===== src/rtl/video_timing_pkg.sv =====
// Shared constants and helpers for the video timing generator.
// Holds the default raster timing, the sync-offset input widths and the
// clamp used by both axes to place the sync pulse inside the blanking area.
package video_timing_pkg;

  localparam int HTOTAL_DEF    = 456;
  localparam int HACTIVE_DEF   = 336;
  localparam int HSYNC_POS_DEF = 360;
  localparam int HSYNC_W_DEF   = 24;
  localparam int VTOTAL_DEF    = 262;
  localparam int VACTIVE_DEF   = 240;
  localparam int VSYNC_POS_DEF = 240;
  localparam int VSYNC_W_DEF   = 3;
  localparam int HLEAD_DEF     = 1;
  localparam int RGB_W_DEF     = 8;

  localparam int HOFFS_W = 5;
  localparam int VOFFS_W = 3;
  localparam int CNT_W   = 9;

  // Wide enough that position + scaled offset never wraps for any 9-bit raster.
  localparam int CLAMP_W = 12;
  typedef logic signed [CLAMP_W-1:0] clamp_t;

  function automatic clamp_t clamp_start(input clamp_t v, input clamp_t lo, input clamp_t hi);
    if (v < lo) return lo;
    if (v > hi) return hi;
    return v;
  endfunction

endpackage


===== src/rtl/video_timing_if.sv =====
// Pixel-side bundle of the video timing generator.
// The master modport is the core feeding pixels and offsets; the slave is
// the generator. CSYN exists only when VIDEO_TIMING_CSYNC_EN is defined.
interface video_timing_if
  import video_timing_pkg::*;
#(
  parameter int RGB_W = RGB_W_DEF
);
  logic               CE;
  logic [HOFFS_W-1:0] HOFFS;
  logic [VOFFS_W-1:0] VOFFS;
  logic [RGB_W-1:0]   iRGB;
  logic [CNT_W-1:0]   HPOS;
  logic [CNT_W-1:0]   VPOS;
  logic [RGB_W-1:0]   oRGB;
  logic               HBLK;
  logic               VBLK;
  logic               HSYN;
  logic               VSYN;
  logic               LINE;
  logic               FRAME;
`ifdef VIDEO_TIMING_CSYNC_EN
  logic               CSYN;
`endif

  modport master (
    output CE, HOFFS, VOFFS, iRGB,
    input  HPOS, VPOS, oRGB, HBLK, VBLK, HSYN, VSYN, LINE, FRAME
`ifdef VIDEO_TIMING_CSYNC_EN
    , input CSYN
`endif
  );

  modport slave (
    input  CE, HOFFS, VOFFS, iRGB,
    output HPOS, VPOS, oRGB, HBLK, VBLK, HSYN, VSYN, LINE, FRAME
`ifdef VIDEO_TIMING_CSYNC_EN
    , output CSYN
`endif
  );

endinterface


===== src/rtl/video_timing_gen_axis.sv =====
// One raster axis (horizontal or vertical): position counter with wrap,
// frame-latched sync offset, and combinational blank/sync decode of the
// current count. Decodes are registered by the top on CE cycles.
module vt_axis
  import video_timing_pkg::*;
#(
  parameter int TOTAL    = HTOTAL_DEF,
  parameter int ACTIVE   = HACTIVE_DEF,
  parameter int SYNC_POS = HSYNC_POS_DEF,
  parameter int SYNC_W   = HSYNC_W_DEF,
  parameter int OFFS_W   = HOFFS_W,
  parameter int STEP     = 2
) (
  input  logic              clk_sys,
  input  logic              RESET_N,
  input  logic              adv_i,
  input  logic              load_i,
  input  logic [OFFS_W-1:0] offs_i,
  output logic [CNT_W-1:0]  cnt_o,
  output logic              wrap_o,
  output logic              blk_d_o,
  output logic              syn_d_o
);
  localparam logic [CNT_W-1:0] LAST = CNT_W'(TOTAL - 1);

  logic [CNT_W-1:0]  cnt_q, cnt_d;
  logic [OFFS_W-1:0] offs_q;
  clamp_t            offs_ext, start, cnt_ext;

  assign cnt_d   = (cnt_q == LAST) ? '0 : cnt_q + 1'b1;
  assign wrap_o  = adv_i && (cnt_q == LAST);
  assign cnt_o   = cnt_q;

  // Counter advances on adv_i; offset only changes at the frame boundary.
  always_ff @(posedge clk_sys) begin
    if (!RESET_N) begin
      cnt_q  <= '0;
      offs_q <= '0;
    end else begin
      if (adv_i)  cnt_q  <= cnt_d;
      if (load_i) offs_q <= offs_i;
    end
  end

  // Blank and sync decode of the current count.
  always_comb begin
    offs_ext = {{(CLAMP_W-OFFS_W){offs_q[OFFS_W-1]}}, offs_q};
    start    = clamp_start(clamp_t'(SYNC_POS) + clamp_t'(STEP) * offs_ext,
                           clamp_t'(ACTIVE), clamp_t'(TOTAL - SYNC_W));
    cnt_ext  = clamp_t'({1'b0, cnt_q});
    blk_d_o  = (cnt_q >= CNT_W'(ACTIVE));
    syn_d_o  = !((cnt_ext >= start) && (cnt_ext < start + clamp_t'(SYNC_W)));
  end

endmodule


===== src/rtl/video_timing_gen.sv =====
// Raster timing generator: H/V counters, blanking, offsettable sync pulses,
// blanked pixel output and line/frame strobes, all advancing on CE.
// Optional composite sync output enabled by defining VIDEO_TIMING_CSYNC_EN.
module video_timing_gen
  import video_timing_pkg::*;
#(
  parameter int HTOTAL    = HTOTAL_DEF,
  parameter int HACTIVE   = HACTIVE_DEF,
  parameter int HSYNC_POS = HSYNC_POS_DEF,
  parameter int HSYNC_W   = HSYNC_W_DEF,
  parameter int VTOTAL    = VTOTAL_DEF,
  parameter int VACTIVE   = VACTIVE_DEF,
  parameter int VSYNC_POS = VSYNC_POS_DEF,
  parameter int VSYNC_W   = VSYNC_W_DEF,
  parameter int HLEAD     = HLEAD_DEF,
  parameter int RGB_W     = RGB_W_DEF
) (
  input  logic           clk_sys,
  input  logic           RESET_N,
  video_timing_if.slave  vid
);
  if (HACTIVE >= HTOTAL || VACTIVE >= VTOTAL || HSYNC_W > HTOTAL - HACTIVE ||
      VSYNC_W > VTOTAL - VACTIVE || HTOTAL > 512 || VTOTAL > 512) begin : g_bad_cfg
    $error("video_timing_gen: illegal timing parameters");
  end

  localparam logic [9:0] HT10 = 10'(HTOTAL);

  logic [CNT_W-1:0] hcnt, vcnt;
  logic             h_wrap, v_wrap;
  logic             hblk_d, vblk_d, hsyn_d, vsyn_d;
  logic             hblk_q, vblk_q, hsyn_q, vsyn_q, line_q, frame_q;
  logic [RGB_W-1:0] rgb_q;
  logic [9:0]       hsum;

  // The V axis steps on the H wrap; both offsets reload on the frame wrap.
  vt_axis #(
    .TOTAL(HTOTAL), .ACTIVE(HACTIVE), .SYNC_POS(HSYNC_POS), .SYNC_W(HSYNC_W),
    .OFFS_W(HOFFS_W), .STEP(2)
  ) u_h (
    .clk_sys(clk_sys), .RESET_N(RESET_N), .adv_i(vid.CE), .load_i(v_wrap),
    .offs_i(vid.HOFFS), .cnt_o(hcnt), .wrap_o(h_wrap), .blk_d_o(hblk_d), .syn_d_o(hsyn_d)
  );

  vt_axis #(
    .TOTAL(VTOTAL), .ACTIVE(VACTIVE), .SYNC_POS(VSYNC_POS), .SYNC_W(VSYNC_W),
    .OFFS_W(VOFFS_W), .STEP(1)
  ) u_v (
    .clk_sys(clk_sys), .RESET_N(RESET_N), .adv_i(h_wrap), .load_i(v_wrap),
    .offs_i(vid.VOFFS), .cnt_o(vcnt), .wrap_o(v_wrap), .blk_d_o(vblk_d), .syn_d_o(vsyn_d)
  );

  assign hsum     = {1'b0, hcnt} + 10'(HLEAD);
  assign vid.HPOS = (hsum >= HT10) ? 9'(hsum - HT10) : hsum[8:0];
  assign vid.VPOS = vcnt;

  // Output stage: decodes captured on CE, strobes live for a single clock.
  always_ff @(posedge clk_sys) begin
    if (!RESET_N) begin
      hblk_q  <= 1'b1;
      vblk_q  <= 1'b1;
      hsyn_q  <= 1'b1;
      vsyn_q  <= 1'b1;
      rgb_q   <= '0;
      line_q  <= 1'b0;
      frame_q <= 1'b0;
    end else begin
      line_q  <= h_wrap;
      frame_q <= v_wrap;
      if (vid.CE) begin
        hblk_q <= hblk_d;
        vblk_q <= vblk_d;
        hsyn_q <= hsyn_d;
        vsyn_q <= vsyn_d;
        rgb_q  <= (hblk_d || vblk_d) ? '0 : vid.iRGB;
      end
    end
  end

  assign vid.HBLK  = hblk_q;
  assign vid.VBLK  = vblk_q;
  assign vid.HSYN  = hsyn_q;
  assign vid.VSYN  = vsyn_q;
  assign vid.oRGB  = rgb_q;
  assign vid.LINE  = line_q;
  assign vid.FRAME = frame_q;

`ifdef VIDEO_TIMING_CSYNC_EN
  logic csyn_q;

  // Composite sync tracks HSYN/VSYN with the same one-CE latency.
  always_ff @(posedge clk_sys) begin
    if (!RESET_N)    csyn_q <= 1'b1;
    else if (vid.CE) csyn_q <= hsyn_d & vsyn_d;
  end

  assign vid.CSYN = csyn_q;
`endif

endmodule


===== src/flat_wrapper.sv =====
// flat-port wrapper written by rule: the top's interface ports become plain ports
module video_timing_gen_flat import video_timing_pkg::*;
#(
  parameter int HTOTAL    = HTOTAL_DEF,
  parameter int HACTIVE   = HACTIVE_DEF,
  parameter int HSYNC_POS = HSYNC_POS_DEF,
  parameter int HSYNC_W   = HSYNC_W_DEF,
  parameter int VTOTAL    = VTOTAL_DEF,
  parameter int VACTIVE   = VACTIVE_DEF,
  parameter int VSYNC_POS = VSYNC_POS_DEF,
  parameter int VSYNC_W   = VSYNC_W_DEF,
  parameter int HLEAD     = HLEAD_DEF,
  parameter int RGB_W     = RGB_W_DEF
)
  (clk_sys, RESET_N, vid_CE, vid_HOFFS, vid_VOFFS, vid_iRGB, vid_HPOS, vid_VPOS, vid_oRGB, vid_HBLK, vid_VBLK, vid_HSYN, vid_VSYN, vid_LINE, vid_FRAME);
  video_timing_if #(.RGB_W(RGB_W)) vid_i ();
  input  logic clk_sys;
  input  logic RESET_N;
  input wire logic [$bits(vid_i.CE)-1:0] vid_CE;
  input wire logic [$bits(vid_i.HOFFS)-1:0] vid_HOFFS;
  input wire logic [$bits(vid_i.VOFFS)-1:0] vid_VOFFS;
  input wire logic [$bits(vid_i.iRGB)-1:0] vid_iRGB;
  output wire logic [$bits(vid_i.HPOS)-1:0] vid_HPOS;
  output wire logic [$bits(vid_i.VPOS)-1:0] vid_VPOS;
  output wire logic [$bits(vid_i.oRGB)-1:0] vid_oRGB;
  output wire logic [$bits(vid_i.HBLK)-1:0] vid_HBLK;
  output wire logic [$bits(vid_i.VBLK)-1:0] vid_VBLK;
  output wire logic [$bits(vid_i.HSYN)-1:0] vid_HSYN;
  output wire logic [$bits(vid_i.VSYN)-1:0] vid_VSYN;
  output wire logic [$bits(vid_i.LINE)-1:0] vid_LINE;
  output wire logic [$bits(vid_i.FRAME)-1:0] vid_FRAME;
  assign vid_i.CE = vid_CE;
  assign vid_i.HOFFS = vid_HOFFS;
  assign vid_i.VOFFS = vid_VOFFS;
  assign vid_i.iRGB = vid_iRGB;
  assign vid_HPOS = vid_i.HPOS;
  assign vid_VPOS = vid_i.VPOS;
  assign vid_oRGB = vid_i.oRGB;
  assign vid_HBLK = vid_i.HBLK;
  assign vid_VBLK = vid_i.VBLK;
  assign vid_HSYN = vid_i.HSYN;
  assign vid_VSYN = vid_i.VSYN;
  assign vid_LINE = vid_i.LINE;
  assign vid_FRAME = vid_i.FRAME;
  video_timing_gen #(.HTOTAL(HTOTAL), .HACTIVE(HACTIVE), .HSYNC_POS(HSYNC_POS), .HSYNC_W(HSYNC_W), .VTOTAL(VTOTAL), .VACTIVE(VACTIVE), .VSYNC_POS(VSYNC_POS), .VSYNC_W(VSYNC_W), .HLEAD(HLEAD), .RGB_W(RGB_W)) u_core (.clk_sys(clk_sys), .RESET_N(RESET_N), .vid(vid_i));
endmodule

===== config.mk =====
export PLATFORM = sky130hd
export DESIGN_NAME = video_timing_gen_flat
export DESIGN_NICKNAME = d
export VERILOG_FILES = /design/src/rtl/video_timing_pkg.sv /design/src/rtl/video_timing_if.sv /design/src/rtl/video_timing_gen_axis.sv /design/src/rtl/video_timing_gen.sv /design/src/flat_wrapper.sv
export SDC_FILE = /design/constraint.sdc
export NUM_CORES = 1
export LEC_CHECK = 0
export ABC_AREA = 1
export BUFFER_PORTS_ARGS = -buffer_cell sky130_fd_sc_hd__clkbuf_2
export CELL_PAD_IN_SITES_DETAIL_PLACEMENT = 0
export CELL_PAD_IN_SITES_GLOBAL_PLACEMENT = 1
export CORE_UTILIZATION = 35
export CTS_CLUSTER_SIZE = 20
export DETAILED_ROUTE_END_ITERATION = 16
export PLACE_DENSITY = 0.77
export SETUP_SLACK_MARGIN = 0.3
export SLEW_MARGIN = 5
export SYNTH_ARGS = -nofsm -noshare
export SYNTH_HDL_FRONTEND = slang
export SYNTH_SLANG_ARGS = --single-unit

===== constraint.sdc =====
create_clock -name clk_sys -period 2.6 [get_ports clk_sys]
set_input_delay 0.26 -clock clk_sys [delete_from_list [all_inputs] [get_ports clk_sys]]
set_output_delay 0.26 -clock clk_sys [all_outputs]
set_load 0.02 [all_outputs]

[Word-level counts from Yosys, hierarchy flattened]
Index checks and enable logic that the tools add are counted.
Cells by class
  reduce and logical (&&, ||, !) cells: 7
  equal/unequal tests: 2
  $lt $le $gt $ge: 11
  $add $sub $neg: 8
  mux-type cells: 18
Operators by type and width (count)
  $mux 12: 8
  $mux 9: 3
  $ge 10x12->1: 2
  $lt 10x12->1: 2
  $add 9x1->9 const B: 2
  $eq 9x9->1 const B: 2
  $add 12x3->12 const B: 1
  $add 12x6->12 const B: 1
  $add 10x6->11 const A: 1
  $gt 11x10->1 const B: 1
  $lt 11x10->1 const B: 1
  $add 9x1->10 const B: 1
  $add 9x3->10 const A: 1
  $ge 10x9->1 const B: 1
  $gt 10x10->1 const B: 1
  $lt 10x9->1 const B: 1
  $ge 9x8->1 const B: 1
  $ge 9x9->1 const B: 1
  $sub 9x9->9 const B: 1
  $mux 8: 1
  $mux 1: 6
  $logic_and 1x1->1: 4
  $logic_not 1->1: 2
  $logic_or 1x1->1: 1
Storage, ports and cells
  register bits: 40
  input port bits: 19
  output and inout port bits: 32
  word-level logic and storage cells: 57

[Depth between registers and ports, before layout]
  depth after elaboration: 10
  gate-level depth with buffers: 26

[Modules after synthesis]
Synthesis repeated with hierarchy kept, for this count alone.
Unflattened totals
  cells, all modules: 407
  area total of the unflattened synthesis: 2782.7 um^2
Modules (own cells, without submodules)
  vt_axis at u_core.u_h: area an instance 1161.1 um^2, cells each 166, times used 1
  video_timing_gen: area an instance 864.6 um^2, cells each 131, times used 1
  vt_axis at u_core.u_v: area an instance 757.0 um^2, cells each 110, times used 1

[Least setup slack after synthesis]
Ideal clock, no wire load.
  path kind: register to register
  from: reg u_core.u_h.offs_q[2]
  to: reg u_core.hsyn_q (netlist: u_core.vid.HSYN)
  path buffers: 0
  arrival: 2.398 ns
  cell stages (with the launch flop): 18
  path slack: 0.088 ns
  path through: dfxtp_1 -> ha_1 -> ha_1 -> inv_1 -> nand2_1 -> a21oi_1 -> inv_1 -> nand2_1 -> nand2_1 -> xor2_1 -> ha_1 -> a21oi_1 -> o21ai_0 -> a21oi_1 -> and3_1 -> nand2_1 -> nand2_1 -> nand2_1
Between the ends
  longest elaborated chain between the ends: 10
Ends and longest elaborated chain
  start, declared: line video_timing_gen_axis.sv:27  | logic [OFFS_W-1:0] offs_q;
  start signal, assigned: line video_timing_gen_axis.sv:41  | if (load_i) offs_q <= offs_i;
  $add 10x6->11 *: line video_timing_gen_axis.sv:48  | start = clamp_start(clamp_t'(SYNC_POS) + clamp_t'(STEP) * offs_ext,
  $gt 11x10->1: line video_timing_pkg.sv:27  | if (v > hi) return hi;
  $mux 1 (2 in a row): line video_timing_pkg.sv:27
  $mux 12: line video_timing_pkg.sv:28  | return v;
  $mux 12 *: line video_timing_pkg.sv:27
  $add 12x6->12: line video_timing_gen_axis.sv:52  | syn_d_o = !((cnt_ext >= start) && (cnt_ext < start + clamp_t'(SYNC_W)));
  $lt 10x12->1: line video_timing_gen_axis.sv:52
  $logic_and 1x1->1 *: line video_timing_gen_axis.sv:52
  $logic_not 1->1 *: line video_timing_gen_axis.sv:52
  end signal, assigned: line video_timing_gen.sv:73  | hsyn_q <= hsyn_d;
  end, declared: line video_timing_gen.sv:32  | logic hblk_q, vblk_q, hsyn_q, vsyn_q, line_q, frame_q;
Every way passes the cells marked *; elsewhere a longest branch is shown, timed or not. The select of a mux whose other input is x is not followed.
A chain may end at the register's enable or synchronous reset.

[Worst setup path in the final report]
Same ends and word-level chain as after synthesis.

==> impl_results.md <==
* Logic depth of the worst setup path including buffers at 18
* Synth Area in Compound Gates at 14.1%
* Worst vdd ir at 299 uV
* Critical path's slowest cell: dfxtp_4
* Number of nets in the layout at 452
* Fraction of layout instances using a drive strength above 1 at 31.2%
* Post-detailed-placement cell area at 0.00287 mm2
* X dimension of the die at 86.0 um
* Average detailed-routed wire length per instance at 11.8 um
* FF-to-FF path depth at 18
* Portion of the clock cycle consumed by the worst path in the final layout at 92.7%
* Area occupied by multi-input gates at 0.00158 mm2
* Actual transition at the worst max-transition pin at 0.559 ns
* Aggregate global-route resource usage at 16.8%
* Max_slew headroom at 62.7%
* DRC viols at 0
* Worst setup margin at 0.189 ns
* Number of global-route vias before repair at 2216
* Final Wtd Congestion at 0.795
* Static leakage at 0.00148 uW
* Total detailed-routing wirelength at 5950 um
* Adder and majority cell fraction of the synthesized area at 13.7%
* Vert. Die Dim at 86.0 um
* Most common library cell in the layout ignoring fill and taps: nand2_1
* Post-Syn Area per Cell at 7.29 um2
* Total number of clock tree sinks at 40
* GRT Residual Overflow at 0
* Initial Utilization at 36.4%
* Endpoint kind of the worst setup timing path: flip-flop
* I/O Pins at 51
* Worst setup slack after placement at 0.0571 ns
* Slew Limit Fails at 0
* Area of the core region at 0.00679 mm2
* CTS tree: built
* Area overhead of the layout relative to synthesis at 29.1%
* Ratio of routed vias to standard cells at 4.73
* Critical Path Most Common Cell: nand2_1
* # rows at 30
* Number of cells produced by synthesis at 339
* Wire length of the first global-routing pass at 9940 um
* CP Launch Type: flip-flop
* Number of iterations in the first detailed-routing pass at 4
* Clock-pin slew on the worst setup and hold paths at 0.08 ns
* Number of filler cells placed in the layout at 718
* Number of buffers created by CTS at 5
* Share of cell area taken by muxes after synthesis at 0%
* Arrival time of the worst setup path at 2.61 ns
* Dominant delay contributor by cell family on the critical path: adder cells
* Buffers and inverters on the worst path at 4
* Starting DRC count in detailed routing at 91
* Half-perimeter wire length after placement at 4350 um
* Main combinational cell family by area after synthesis: simple AND/OR/NAND/NOR gates
* Power per unit of standard cell area at 370 mW/mm2
* Proportion of synthesized flip-flops having asynchronous set or reset at 0%
* Slowest stage delay, CP at 0.36 ns
* Largest net degree at the start of global routing at 24
* Achievable clock frequency at 415 MHz
* Outcome: complete, no violations
* Via count of the routed design at 2381
* Routed Antenna Nets at 0
* Number of cells on the worst hold path at 3
* Post-Synth XOR/XNOR Area at 4.20%
* Root buffer cell: clkbuf_8
* Area used by sequential logic in the layout at 820 um2
* Number of antenna violations at the first check in global routing at 0
* Number of synthesized register bits at 40
* Number of H-tree levels at 2
* Hold Crit Class: in -> reg
* Chain of cells forming the critical path: ha_4 -> ha_4 -> inv_2 -> nand2_2 -> a21oi_4 -> buf_4 -> nor3_4 -> inv_2 -> o21ai_0 -> inv_1 -> ha_1 -> a21oi_2 -> o21ai_1 -> a21oi_1 -> and3_1 -> nand2_1 -> nand2_1 -> nand2_1
* Proportion of synthesized chip area in sequential cells at 32.4%
* Minimum period implied by the final worst setup slack at 2.41 ns
* Setup TNS after final layout at 0 ns
* Largest fanout of any net on the critical path at 4
* Number of nets in the synthesized netlist at 385
* Antenna cell count at 0
* Number of endpoints failing setup at the final stage at 0
* Number of flops mapped to enable cells by yosys at 0
* Max-cap violations at 0
* Worst clock skew at 0.00796 ns
* Final-report hold violation count at 0
* Data required time at the worst endpoint at 2.80 ns
* Count of distinct cell types in the synthesized netlist at 36
* Post-route cell area at 0.00319 mm2
* Setup repair after global routing missed its margin: true
* Netlist Area Pre-Place at 0.00247 mm2
* Startpoint-to-endpoint class of the critical path: reg -> reg
* Latest clock arrival within the worst-skew pair at 0.29 ns
* IO Port Bufs at 50
* Highest-count cells in the layout ignoring fill and taps: nand2_1, clkbuf_2, inv_1
* Maximum buffer depth of the clock tree at 2
* Top_reg_cell synth: dfxtp_1
* Number of warnings issued by yosys at 0
* Total die area at 0.00740 mm2
* Area fraction in and, or, nand and nor cells after synthesis at 26.6%
[state kept, by name, indices dropped and copies added, names as in the netlist]
register / count
u_core.vid.VBLK: 1
u_core.vid.FRAME: 1
u_core.u_h.cnt_o: 9
u_core.u_h.offs_q: 5
u_core.u_v.offs_q: 3
u_core.u_v.cnt_o: 9
u_core.vid.LINE: 1
u_core.vid.HBLK: 1
u_core.vid.VSYN: 1
u_core.vid.HSYN: 1
u_core.vid.oRGB: 8
[what timing repair did]
action / CTS / global route
buffers inserted: 14 / 2
resized for setup: 21 / 13
hold buffers: 0 / 0
pin swaps: 11 / 1
cloned: 0 / 0
setup endpoints to repair: 6 / 7
[cells in the mapped netlist (2+ instances only)]
master	count	area (um2)
and3_1	4	25.0
clkbuf_1	7	26.3
a211oi_1	2	15.0
ha_1	27	338
xor2_1	10	87.6
nor2_2	4	25.0
a21oi_1	31	155
a31oi_1	2	12.5
nor2_1	20	75.1
nand2_1	77	289
nor2_4	2	22.5
o21ai_0	19	95.1
nor3_1	7	35.0
nor4_1	2	12.5
nand2_2	5	31.3
inv_1	47	176
dfxtp_1	40	801
nand3_1	12	60.1
nand3_2	3	30.0
inv_2	2	7.51
[report_power, final]
group          switching (uW)  total (uW)  internal, uW
Sequential               10.5         635           625
Clock                     221         437           216
Combinational            69.7         110          40.0
Total                     301        1180           881
[worst min-delay path, cell delays in order]
cell,delay (ns)
clkbuf_2,0.08
nand2_1,0.05
nand2_1,0.04
[layer usage]
metal	global-route usage (%)	vias to the layer above	part of all wire (%)
li1	-	1227	-
met1	21.5	1103	49
met2	28.6	43	45
met3	3.27	8	3.6
met4	5.15	0	1.5
met5	0	-	0
[logic make-up (layout without fill, tap and decap cells)]
kind of cell             after synthesis  count (layout)
adder cells (fa/ha/maj)               27              27
AND/OR/NAND/NOR                      140             140
AO/OA/AOI/OAI                         62              62
other                                  1               1
XOR/XNOR                              11              11
buffers and inverters                 58             126
flip-flops                            40              40
[worst paths after layout]
kind                                            from                   end  slack [ns]
worst min register to register  u_core.u_v.offs_q[1]  u_core.u_v.offs_q[1]        0.48
worst max register to register  u_core.u_h.offs_q[2]       u_core.vid.HSYN        0.19
worst max-delay path            u_core.u_h.offs_q[2]       u_core.vid.HSYN        0.19
worst min-delay path                    vid_HOFFS[2]  u_core.u_h.offs_q[2]        0.16
[layout make-up]
| class | instances | area share (%) |
|---|---|---|
| inverter | 50 | 5.88 |
| multi-input combinational | 241 | 49.5 |
| timing repair buffer | 68 | 12.2 |
| clock buffer | 7 | 2.70 |
| tap | 96 | 3.76 |
| clock inverter | 1 | 0.235 |
| sequential | 40 | 25.7 |
[stage by stage]
stage	total power (uW)	cells	hold slack [ns]	utilization, %
floorplan	710	339	0.362	-
global placement	753	479	0.453	42.2
detailed placement	754	479	0.453	42.2
CTS	1200	501	0.165	46.1
global route	1230	503	0.173	47.0
finish	1180	503	0.164	47.0
No activity file was read; power rests on OpenSTA's default activity.
